### config.mk
export PLATFORM = sky130hd
export DESIGN_NAME = quad_decoder_169
export DESIGN_NICKNAME = d
export VERILOG_FILES = /design/src/rtl/quad_pkg.sv /design/src/rtl/quad_phase_filter.sv /design/src/rtl/quad_decoder_169.sv
export SDC_FILE = /design/constraint.sdc
export NUM_CORES = 1
export LEC_CHECK = 0
export ABC_AREA = 1
export CORE_MARGIN = 4
export CORE_UTILIZATION = 40
export CTS_BUF_LIST = sky130_fd_sc_hd__clkbuf_4 sky130_fd_sc_hd__clkbuf_8
export DETAILED_ROUTE_END_ITERATION = 6
export SLEW_MARGIN = 20
export SYNTH_ARGS = -nofsm -noshare
export SYNTH_HDL_FRONTEND = slang
export SYNTH_SLANG_ARGS = --single-unit
### constraint.sdc
create_clock -name CLK -period 1.96 [get_ports CLK]
set_clock_uncertainty 0.2 [all_clocks]
set_input_delay 0.49 -clock CLK [delete_from_list [all_inputs] [get_ports CLK]]
set_output_delay 0.49 -clock CLK [all_outputs]
set_load 0.05 [all_outputs]
### src/rtl/quad_pkg.sv
// Shared constants and helpers for the quadrature decoder.
package quad_pkg;

    // Resolution select values
    localparam logic [1:0] MODE_X4 = 2'b00;
    localparam logic [1:0] MODE_X2 = 2'b01;
    localparam logic [1:0] MODE_X1 = 2'b10;

    // Gray states written as {A,B}
    localparam logic [1:0] S00 = 2'b00;
    localparam logic [1:0] S10 = 2'b10;
    localparam logic [1:0] S11 = 2'b11;
    localparam logic [1:0] S01 = 2'b01;

    typedef enum logic {
        ST_SETTLE = 1'b0,
        ST_RUN    = 1'b1
    } quad_state_e;

    // Next state in the forward (up) direction
    function automatic logic [1:0] gray_next_fwd(input logic [1:0] s);
        logic [1:0] n;
        case (s)
            S00:     n = S10;
            S10:     n = S11;
            S11:     n = S01;
            S01:     n = S00;
            default: n = S00;
        endcase
        return n;
    endfunction

    // Whether a legal single-phase step counts at the given resolution
    function automatic logic step_qualifies(input logic [1:0] mode,
                                            input logic [1:0] prev,
                                            input logic [1:0] cur);
        logic q;
        case (mode)
            MODE_X4: q = 1'b1;
            MODE_X2: q = (prev[1] != cur[1]);
            MODE_X1: q = ((prev == S00) && (cur == S10)) ||
                         ((prev == S10) && (cur == S00));
            2'b11:   q = 1'b1;
            default: q = 1'b1;
        endcase
        return q;
    endfunction

endpackage

### src/rtl/quad_phase_filter.sv
// Two-flop synchroniser followed by a FILTER_LEN-sample level filter.
module quad_phase_filter
    import quad_pkg::*;
#(
    parameter int FILTER_LEN = 3
) (
    input  logic CLK,
    input  logic RST,
    input  logic LOAD,
    input  logic D_IN,
    output logic Q_FILT
);

    localparam logic [3:0] FLT_LEN = 4'(FILTER_LEN);

    logic       ff1_r;
    logic       ff2_r;
    logic       filt_r;
    logic [3:0] cnt_r;

    // Synchronise the asynchronous phase input
    always_ff @(posedge CLK) begin
        if (RST) begin
            ff1_r <= 1'b0;
            ff2_r <= 1'b0;
        end else begin
            ff1_r <= D_IN;
            ff2_r <= ff1_r;
        end
    end

    // Accept a new level only after it has held for FILTER_LEN samples
    always_ff @(posedge CLK) begin
        if (RST) begin
            filt_r <= 1'b0;
            cnt_r  <= 4'd0;
        end else if (LOAD) begin
            filt_r <= ff2_r;
            cnt_r  <= 4'd0;
        end else if (ff2_r == filt_r) begin
            cnt_r  <= 4'd0;
        end else if ((cnt_r + 4'd1) == FLT_LEN) begin
            filt_r <= ff2_r;
            cnt_r  <= 4'd0;
        end else begin
            cnt_r  <= cnt_r + 4'd1;
        end
    end

    assign Q_FILT = filt_r;

endmodule

### src/rtl/quad_decoder_169.sv
// Quadrature decoder: settle FSM, Gray transition decode, resolution
// qualification and registered counter-control outputs.
module quad_decoder_169
    import quad_pkg::*;
#(
    parameter int FILTER_LEN = 3
) (
    input  logic       CLK,
    input  logic       RST,
    input  logic       PH_A,
    input  logic       PH_B,
    input  logic [1:0] MODE,
    input  logic       EN,
    input  logic       ERR_CLR,
    output logic       U_DB,
    output logic       ENPB,
    output logic       ENTB,
    output logic       ERR
);

    // Settle lasts FILTER_LEN+2 cycles; the final one lets the tracked
    // state catch up with the filters before decoding starts.
    localparam logic [4:0] SETTLE_LAST = 5'(FILTER_LEN + 1);

    quad_state_e state_r;
    logic [4:0]  settle_cnt_r;
    logic [1:0]  prev_r;
    logic        u_db_r;
    logic        enpb_r;
    logic        err_r;

    logic        qa_s;
    logic        qb_s;
    logic        load_s;
    logic [1:0]  cur_s;
    logic        step_s;
    logic        illegal_s;
    logic        up_s;
    logic        qual_s;

    quad_phase_filter #(.FILTER_LEN(FILTER_LEN)) u_filt_a (
        .CLK    (CLK),
        .RST    (RST),
        .LOAD   (load_s),
        .D_IN   (PH_A),
        .Q_FILT (qa_s)
    );

    quad_phase_filter #(.FILTER_LEN(FILTER_LEN)) u_filt_b (
        .CLK    (CLK),
        .RST    (RST),
        .LOAD   (load_s),
        .D_IN   (PH_B),
        .Q_FILT (qb_s)
    );

    // Filter bypass while settling, except on the last settle cycle
    always_comb begin
        load_s = 1'b0;
        if ((state_r == ST_SETTLE) && (settle_cnt_r != SETTLE_LAST)) begin
            load_s = 1'b1;
        end else begin
            load_s = 1'b0;
        end
    end

    // Classify the change between tracked and current filtered state
    always_comb begin
        cur_s     = {qa_s, qb_s};
        step_s    = (cur_s != prev_r);
        illegal_s = ((cur_s ^ prev_r) == 2'b11);
        up_s      = (cur_s == gray_next_fwd(prev_r));
        qual_s    = step_qualifies(MODE, prev_r, cur_s);
    end

    // Settle/run FSM with registered direction, enable and error outputs
    always_ff @(posedge CLK) begin
        if (RST) begin
            state_r      <= ST_SETTLE;
            settle_cnt_r <= 5'd0;
            prev_r       <= S00;
            u_db_r       <= 1'b1;
            enpb_r       <= 1'b1;
            err_r        <= 1'b0;
        end else begin
            enpb_r <= 1'b1;
            case (state_r)
                ST_SETTLE: begin
                    prev_r <= cur_s;
                    if (ERR_CLR) begin
                        err_r <= 1'b0;
                    end
                    if (settle_cnt_r == SETTLE_LAST) begin
                        state_r      <= ST_RUN;
                        settle_cnt_r <= 5'd0;
                    end else begin
                        settle_cnt_r <= settle_cnt_r + 5'd1;
                    end
                end
                ST_RUN: begin
                    if (step_s) begin
                        prev_r <= cur_s;
                        if (!illegal_s && qual_s && EN) begin
                            enpb_r <= 1'b0;
                            u_db_r <= up_s;
                        end
                    end
                    // An illegal decode outranks a simultaneous clear
                    if (step_s && illegal_s) begin
                        err_r <= 1'b1;
                    end else if (ERR_CLR) begin
                        err_r <= 1'b0;
                    end
                end
                default: begin
                    state_r      <= ST_SETTLE;
                    settle_cnt_r <= 5'd0;
                end
            endcase
        end
    end

    assign U_DB = u_db_r;
    assign ENPB = enpb_r;
    assign ENTB = enpb_r;
    assign ERR  = err_r;

endmodule

* After elaboration in Yosys (flattened, before gate mapping)
Cells that the tools add are included.
Word-level totals: memory bits (read-only) 0, bits in registers 25, bits of input ports 8, memory bits (writable) 0, memories 0, output and inout bits 4, bits in latches 0, logic and storage cells 78
Cells by class: reduce and logical (&&, ||, !) cells 20, shift operators 0, multiply operators 0, divide/modulo/power cells 0, bitwise operators 3, order comparisons 0, multiplexer cells 18, add/sub/neg operators 3, eq/ne operators 20
Operators with widths (number):
- $eq 2x2->1 const B | 6
- $mux 1 | 12
- $add 4x1->4 const B | 2
- $eq 4x2->1 const B | 2
- $pmux 2 s4 | 1
- $reduce_or 4->1 | 2
- $logic_and 1x1->1 | 6
- $logic_not 2->1 | 3
- $add 5x1->5 const B | 1
- $eq 5x3->1 const B | 1
- $mux 5 | 1
- $ne 5x3->1 const B | 1
- $eq 2x1->1 const B | 2
- $ne 2x2->1 const B | 2
- $pmux 2 s2 | 1
- $reduce_and 2->1 | 2
- $reduce_bool 2->1 | 2
- $pmux 1 s3 | 1
- $reduce_and 3->1 | 1
- $reduce_or 3->1 | 1
- $eq 1x1->1 | 2
- $eq 2x2->1 | 1
- $mux 2 | 1
- $ne 2x1->1 const B | 1
- 8 further kinds | 9

* Depth between registers and ports, before layout
Gate-level depths: netlist (run 1).
depth in word-level cells 7, mapped depth 9, depth with buffers taken out 9

* Cells and area by module
A second synthesis (run 1) with hierarchy kept.
Second synthesis, totals: cells, all modules 167, area total of the unflattened synthesis 1237.4 um^2
Modules (own cells, without submodules):
- quad_phase_filter | instances 2, area each 317.8 um^2, cells each 41, sequential area each 140.1 um^2
- quad_decoder_169 | instances 1, area each 601.8 um^2, cells each 85, sequential area each 220.2 um^2

* Worst setup path after synthesis (run 1)
No wires, ideal clock.
path kind register to output, from register enpb_r, in the netlist ENPB, to output ENTB, path slack 0.376 ns, data required time 1.270 ns, arrival 0.894 ns, stages on the path, launching flop included 2, cells stage by stage dfxtp_1 buf_4
RTL lines:
- from (decl) | line quad_decoder_169.sv:29 | logic enpb_r;
- from (signal assigned) | line quad_decoder_169.sv:83 | enpb_r <= 1'b1;
- from (signal assigned) | line quad_decoder_169.sv:86 | enpb_r <= 1'b1;
- from (signal assigned) | line quad_decoder_169.sv:104 | enpb_r <= 1'b0;
- to (decl) | line quad_decoder_169.sv:17 | output logic ENTB,
No word-level cell between the ends.

* Worst setup path in the final report (run 1)
from register err_r, in the netlist ERR, to output ERR
RTL lines:
- from (decl) | line quad_decoder_169.sv:30 | logic err_r;
- from (signal assigned) | line quad_decoder_169.sv:84 | err_r <= 1'b0;
- from (signal assigned) | line quad_decoder_169.sv:91 | err_r <= 1'b0;
- from (signal assigned) | line quad_decoder_169.sv:110 | err_r <= 1'b1;
- to (decl) | line quad_decoder_169.sv:18 | output logic ERR
No word-level cell between the ends.

==> flow_summary.ini, run 1 <==
[run_status]
run_status = complete, no violations

[logic_synthesis]
yosys.cell_types.count = 21
netlist_instances = 148
postSynthAreaPerCell_um2 = 8.12
synth_net_count = 164
synth.yosys.warnings = 0
yosys_register_bits = 25
synth_sequential_area_ratio = 0.417
syn-cell-area_mm2 = 0.00120

[worst_setup_path]
wp_depth = 1
timing.setup.critical_path_class = reg2out
critical-path-top-delay-family = flip-flops
worstPathBufferInverterCount = 1
crit_path_max_fanout = 2
ff2ff_path_depth = 6
critPathMaxStageDelay_ns = 0.36
worstPathCellList = buf_4
setup.worst_path.start_class = flip-flop
cp.arrival_ns = 0.88
worst-endpoint-required_ns = 1.27
setup.reg_to_reg.worst_slack_ns = 0.44
critical_path.slowest_cell = sky130_fd_sc_hd__dfxtp_1
worst_setup_path_end_kind = primary output

[timing]
post-route-period-util = 0.800
maxSlewViolCount = 0
holdWs_ns = 0.212
fmax_ghz = 0.638
timing.final.crit_period_ns = 1.57
final_setup_tns_ns = 0
finalSetupViolCount = 0
unrepaired_setup_endpoints_after_global_routing = false
hold_viol = 0
worst_slew_margin_rel = 0.801
tightest_slew_ns = 0.298

[global_route]
largest_net_degree_at_the_start_of_global_routing = 15
grt_pass1_vias = 896
track_usage = 0.111
grt_antenna_before_repair = 0
wire_length_of_the_first_global_routing_pass_um = 3460
final_global_route_overflow_total = 0

[clocking]
postCtsSetupBuffers = 0
cts_max_path_buffers = 2
path_clk_slew_ns = 0.14
cts_tree = built
hold_buf_cts = 0
clk_latency_ns = 0.32
clk_root_buffer_cell = sky130_fd_sc_hd__clkbuf_4
numCtsBuffers = 3
clock-sinks = 25
htreeDepth = 1
cts-resized-gates = 0

[drt]
drt_pass_1_iters = 2
drc_violations = 0
detail_route.iter0.violations = 17
routed-via-count = 907
route.antenna.remaining_nets = 0
totalWireLength_um = 1880
routedWlPerCell_um = 9.80
vias_per_cell = 4.72

[power]
power_frac_seq = 0.601
ir_drop_mv = 0.311
p_sw_uw = 261
static_leakage_uw = 0.000595
power.switching_fraction = 0.282
internal_power_uw = 665
combinational_fraction_of_design_power = 0.150
power_density_mw_per_mm2 = 683
power.share.clock = 0.249

[floorplan]
floorplan.io_pins = 12
floorplan.core_area_mm2 = 0.00281
die_h_um = 62.8
floorplan.die.width_um = 62.8
start_util = 0.428
row_count = 19
die_area_mm2 = 0.00394

[finish]
finish.net_count = 178
drive_gt1_frac = 0.180
final-instance-count-excl-fill = 192
flow.area_growth_from_synthesis_pct = 12.8
n_antenna_cell = 0

[placed_design]
place.gp.congestion = 0.761
place.detailed.instances = 188
port_buffers = 11
dp_hpwl_um = 1540

[hold_path]
timing.hold.worst.class = reg2reg
whs_path_depth = 2

[flow_run]
max-cap-violations = 0
-- per-stage QoR --
step | instance area [um2] | setup slack (ns) | util | power, uW
2_1_floorplan | 1200 | 0.376 | - | 668
3_3_place_gp | 1330 | 0.0605 | 0.473 | 704
3_5_place_dp | 1330 | 0.0292 | 0.473 | 709
4_1_cts | 1360 | 0.379 | 0.483 | 941
5_1_grt | 1360 | 0.308 | 0.483 | 996
6_report | 1360 | 0.393 | 0.483 | 926
-- final timing paths --
| kind | start | end |
|---|---|---|
| max | ERR | ERR |
| min | u_filt_a.ff1_r | u_filt_a.ff2_r |
| max reg2reg | u_filt_a.cnt_r[0] | u_filt_a.cnt_r[2] |
| min reg2reg | u_filt_a.ff1_r | u_filt_a.ff2_r |
-- flip-flops by register name, summed over array words and instances (netlist names) --
name	count
u_filt_a.ff2_r	1
prev_r	2
u_filt_b.cnt_r	4
u_filt_a.Q_FILT	1
u_filt_b.Q_FILT	1
settle_cnt_r	5
u_filt_a.cnt_r	4
u_filt_b.ff1_r	1
u_filt_a.ff1_r	1
u_filt_b.ff2_r	1
ENPB	1
ERR	1
state_r	1
U_DB	1
-- metal layers --
layer  wire length (um)  GRT usage  vias up
li1                   -          -      477
met3                 81     0.0324        5
met1                799      0.109      413
met5                  0          0        -
met2                959      0.212       12
met4                 40     0.0496        0
-- placed cells by master (no fill, tap or decap) --
cell	instances
sky130_fd_sc_hd__nand3_2	1
sky130_fd_sc_hd__dfxtp_1	25
sky130_fd_sc_hd__xor2_1	7
sky130_fd_sc_hd__nor2_2	7
sky130_fd_sc_hd__nand2_4	1
sky130_fd_sc_hd__clkbuf_4	3
sky130_fd_sc_hd__a21oi_1	10
sky130_fd_sc_hd__clkdlybuf4s50_1	7
sky130_fd_sc_hd__and2_1	2
sky130_fd_sc_hd__xnor2_1	2
sky130_fd_sc_hd__nand3_4	2
sky130_fd_sc_hd__o21ai_0	3
sky130_fd_sc_hd__clkinv_2	1
sky130_fd_sc_hd__inv_2	4
sky130_fd_sc_hd__nand2_1	35
sky130_fd_sc_hd__nor2_1	10
sky130_fd_sc_hd__buf_4	5
sky130_fd_sc_hd__inv_1	16
sky130_fd_sc_hd__nor2_8	1
sky130_fd_sc_hd__ha_1	8
sky130_fd_sc_hd__nand3_1	7
sky130_fd_sc_hd__or2_2	1
sky130_fd_sc_hd__nand2_2	3
-- power by group through the flow --
stage	logic [uW]	clock network (uW)	registers [uW]
6_report	139	230	556
5_1_grt	161	274	561
4_1_cts	141	243	557
3_5_place_dp	141	0	568
3_3_place_gp	136	0	568
2_1_floorplan	107	0	561
-- cell usage after synthesis --
| cell | count | share of area |
|---|---|---|
| sky130_fd_sc_hd__o21ai_0 | 3 | 0.012 |
| sky130_fd_sc_hd__ha_1 | 8 | 0.083 |
| sky130_fd_sc_hd__nand2_4 | 1 | 0.0094 |
| sky130_fd_sc_hd__nand3_2 | 1 | 0.0083 |
| sky130_fd_sc_hd__nand3_4 | 2 | 0.029 |
| sky130_fd_sc_hd__nor2_1 | 10 | 0.031 |
| sky130_fd_sc_hd__dfxtp_1 | 25 | 0.42 |
| sky130_fd_sc_hd__nor2_8 | 1 | 0.017 |
| sky130_fd_sc_hd__buf_4 | 2 | 0.012 |
| sky130_fd_sc_hd__xor2_1 | 7 | 0.051 |
| sky130_fd_sc_hd__or2_2 | 1 | 0.0052 |
| sky130_fd_sc_hd__a21oi_1 | 10 | 0.042 |
| sky130_fd_sc_hd__and2_1 | 2 | 0.010 |
| sky130_fd_sc_hd__nand2_2 | 3 | 0.016 |
| sky130_fd_sc_hd__xnor2_1 | 2 | 0.015 |
| sky130_fd_sc_hd__nand3_1 | 7 | 0.029 |
| sky130_fd_sc_hd__inv_2 | 4 | 0.012 |
| sky130_fd_sc_hd__buf_2 | 1 | 0.0042 |
| sky130_fd_sc_hd__inv_1 | 16 | 0.050 |
| sky130_fd_sc_hd__nor2_2 | 7 | 0.036 |
| sky130_fd_sc_hd__nand2_1 | 35 | 0.11 |
-- cells by family after synthesis --
family                   synth area share
flip-flops                          0.417
XOR/XNOR                           0.0656
AO/OA/AOI/OAI                      0.0542
AND/OR/NAND/NOR                     0.301
buffers and inverters              0.0792
adder cells (fa/ha/maj)            0.0833
-- layout make-up --
| class | instances | area, um2 |
|---|---|---|
| Fill cell | 285 | 1450 |
| Multi-Input combinational cell | 100 | 606 |
| Sequential cell | 25 | 500 |
| Timing Repair Buffer | 12 | 108 |
| Inverter | 20 | 75.1 |
| Tap cell | 31 | 38.8 |
| Clock buffer | 3 | 22.5 |
| Clock inverter | 1 | 5.00 |
(Power assumes the default switching activity.)
==> run 2, diff against run 1 <==
clock period = 1.55 ns   (was 1.96 ns; I/O delays follow)
==> run 2 against run 1 <==
  * Cell count up 3.6%
  * Hold slack about the same
  * Global-route usage down 0.30 points
  * Sequential share of layout area down 2.9 points
  * Sequential power grew 27%
  * Clock power up 26%
  * Register-to-register slack got worse by 0.35 ns
  * Cell area up 10%
  * Critical path depth is 7 higher
  * Count of clock-buffer cells in the layout is the same
  * First-iteration DRC count shrank 41%
==> flow_summary.ini, run 2 (same netlist as run 1, synthesis figures left out) <==
[run_status]
run_status = complete, no violations

[clocking]
clock-sinks = 25
htreeDepth = 1
cts_tree = built
numCtsBuffers = 3
clk_root_buffer_cell = sky130_fd_sc_hd__clkbuf_4
path_clk_slew_ns = 0.14
cts_max_path_buffers = 2
hold_buf_cts = 0
clk_latency_ns = 0.31

[drt]
routedWlPerCell_um = 10.1
drc_violations = 0
drt_pass_1_iters = 2
vias_per_cell = 4.57
routed-via-count = 909
detail_route.iter0.violations = 10
route.antenna.remaining_nets = 0
totalWireLength_um = 2020

[worst_setup_path]
critical_path.slowest_cell = sky130_fd_sc_hd__clkdlybuf4s50_1
crit_path_max_fanout = 2
regToRegEndpoint = u_filt_b.cnt_r[2]
timing.setup.critical_path_class = in2reg
cp-startpoint = MODE[0]
worst_setup_path_end_kind = flip-flop
setup.worst_path.start_class = input port
path_common_cell = sky130_fd_sc_hd__nand2_1
cp-endpoint = U_DB
worst-endpoint-required_ns = 1.58
critPathMaxStageDelay_ns = 0.48
worst_r2r_startpoint = u_filt_b.cnt_r[0]
ff2ff_path_depth = 6
cp.arrival_ns = 1.50
setup.reg_to_reg.worst_slack_ns = 0.09
worstPathCellList = clkdlybuf4s50_1 > inv_1 > ha_1 > nand2_1 > nand2_1 > nand3_2 > nand2_1 > nand2_1

[floorplan]
die_h_um = 62.8
start_util = 0.428
die_area_mm2 = 0.00394
floorplan.die.width_um = 62.8
row_count = 19
floorplan.core_area_mm2 = 0.00281
floorplan.io_pins = 12

[power]
power.share.clock = 0.239
p_sw_uw = 340
total_power_uw = 1210
power_frac_seq = 0.581
ir_drop_mv = 0.474
static_leakage_uw = 0.000652
combinational_fraction_of_design_power = 0.180
power_density_mw_per_mm2 = 813
internal_power_uw = 871
power.switching_fraction = 0.281

[finish]
register_with_the_highest_flop_count = settle_cnt_r
drive_gt1_frac = 0.286
most_frequent_standard_cell_in_the_layout_excluding_fill_and_tap_cells = sky130_fd_sc_hd__nand2_1
n_antenna_cell = 0
final_design_area_no_fill_mm2 = 0.00149
finalCoreUtilization = 0.531
largest_reg_flops = 5
finish.net_count = 185
flow.area_growth_from_synthesis_pct = 24.1
reg.largest.list = settle_cnt_r (5), u_filt_a.cnt_r (4), u_filt_b.cnt_r (4)
layout_common_cells = sky130_fd_sc_hd__nand2_1 (35), sky130_fd_sc_hd__dfxtp_1 (20), sky130_fd_sc_hd__inv_1 (15), sky130_fd_sc_hd__nor2_1 (9), sky130_fd_sc_hd__a21oi_1 (9)

[placed_design]
dp_hpwl_um = 1580
place.gp.congestion = 0.760
dpl_cell_area_mm2 = 0.00140
port_buffers = 11

[hold_path]
timing.hold.worst.class = reg2reg

[global_route]
final_global_route_overflow_total = 0
wire_length_of_the_first_global_routing_pass_um = 3480
grt_pass1_vias = 857
grt_antenna_before_repair = 0
largest_net_degree_at_the_start_of_global_routing = 15
track_usage = 0.108

[timing]
tightest_slew_ns = 0.271
fmax_ghz = 0.682
post-route-period-util = 0.946
holdWs_ns = 0.212
worst_slew_margin_rel = 0.819
maxSlewViolCount = 0
final_setup_tns_ns = 0
timing.final.crit_period_ns = 1.47
finalSetupViolCount = 0
hold_viol = 0

[flow_run]
max-cap-violations = 0
run 2: area by class of cell:
class | instances | area [um2]
clock buffers | 3 | 22.5
clock inverters | 1 | 5.00
fillers | 283 | 1320
well taps | 31 | 38.8
multi-input cells | 100 | 632
inverters | 20 | 75.1
repair buffers | 19 | 210
flip-flops and latches | 25 | 507
run 2: power groups by stage:
stage / combinational [uW] / clock, uW / sequential, uW
floorplan: 135 / 0 / 710
global placement: 180 / 0 / 716
detailed placement: 185 / 0 / 719
CTS: 187 / 308 / 704
global route: 245 / 337 / 709
finish: 218 / 290 / 704
run 2: what timing repair did:
item,in CTS,in global routing
setup buffers,0,4
resized for setup,0,12
endpoints found under the setup margin,0,12
hold endpoints to repair,0,0
run 2: metrics by stage:
step | instances | setup slack (ns)
finish | 199 | 0.0831
floorplan | 148 | 0.0682
global route | 199 | -0.00236
global placement | 191 | -0.248
detailed placement | 191 | -0.274
CTS | 195 | 0.0112
run 2: worst max-delay path, delay by kind of cell:
kind,cells,cell delay (ns)
buf+inv,2,0.52
simple gates,5,0.32
fa+ha+maj,1,0.27
run 2: worst min path at each step:
stage          depth (start not counted)      startpoint  slack (ns)              to
4_1_cts                                2  u_filt_a.ff1_r        0.21  u_filt_a.ff2_r
6_report                               2  u_filt_a.ff1_r        0.21  u_filt_a.ff2_r
2_1_floorplan                          2  u_filt_a.ff1_r        0.19  u_filt_a.ff2_r
3_5_place_dp                           2  u_filt_a.ff1_r        0.19  u_filt_a.ff2_r
5_1_grt                                2  u_filt_a.ff1_r        0.23  u_filt_a.ff2_r
3_3_place_gp                           2  u_filt_b.ff1_r        0.19  u_filt_b.ff2_r
run 2: per-layer routing:
metal	vias to the layer above	track usage	wire length, um
li1	497	-	-
met1	401	0.122	899
met2	11	0.196	1050
met3	0	0.0288	65
met4	0	0.0331	0
met5	-	0	0
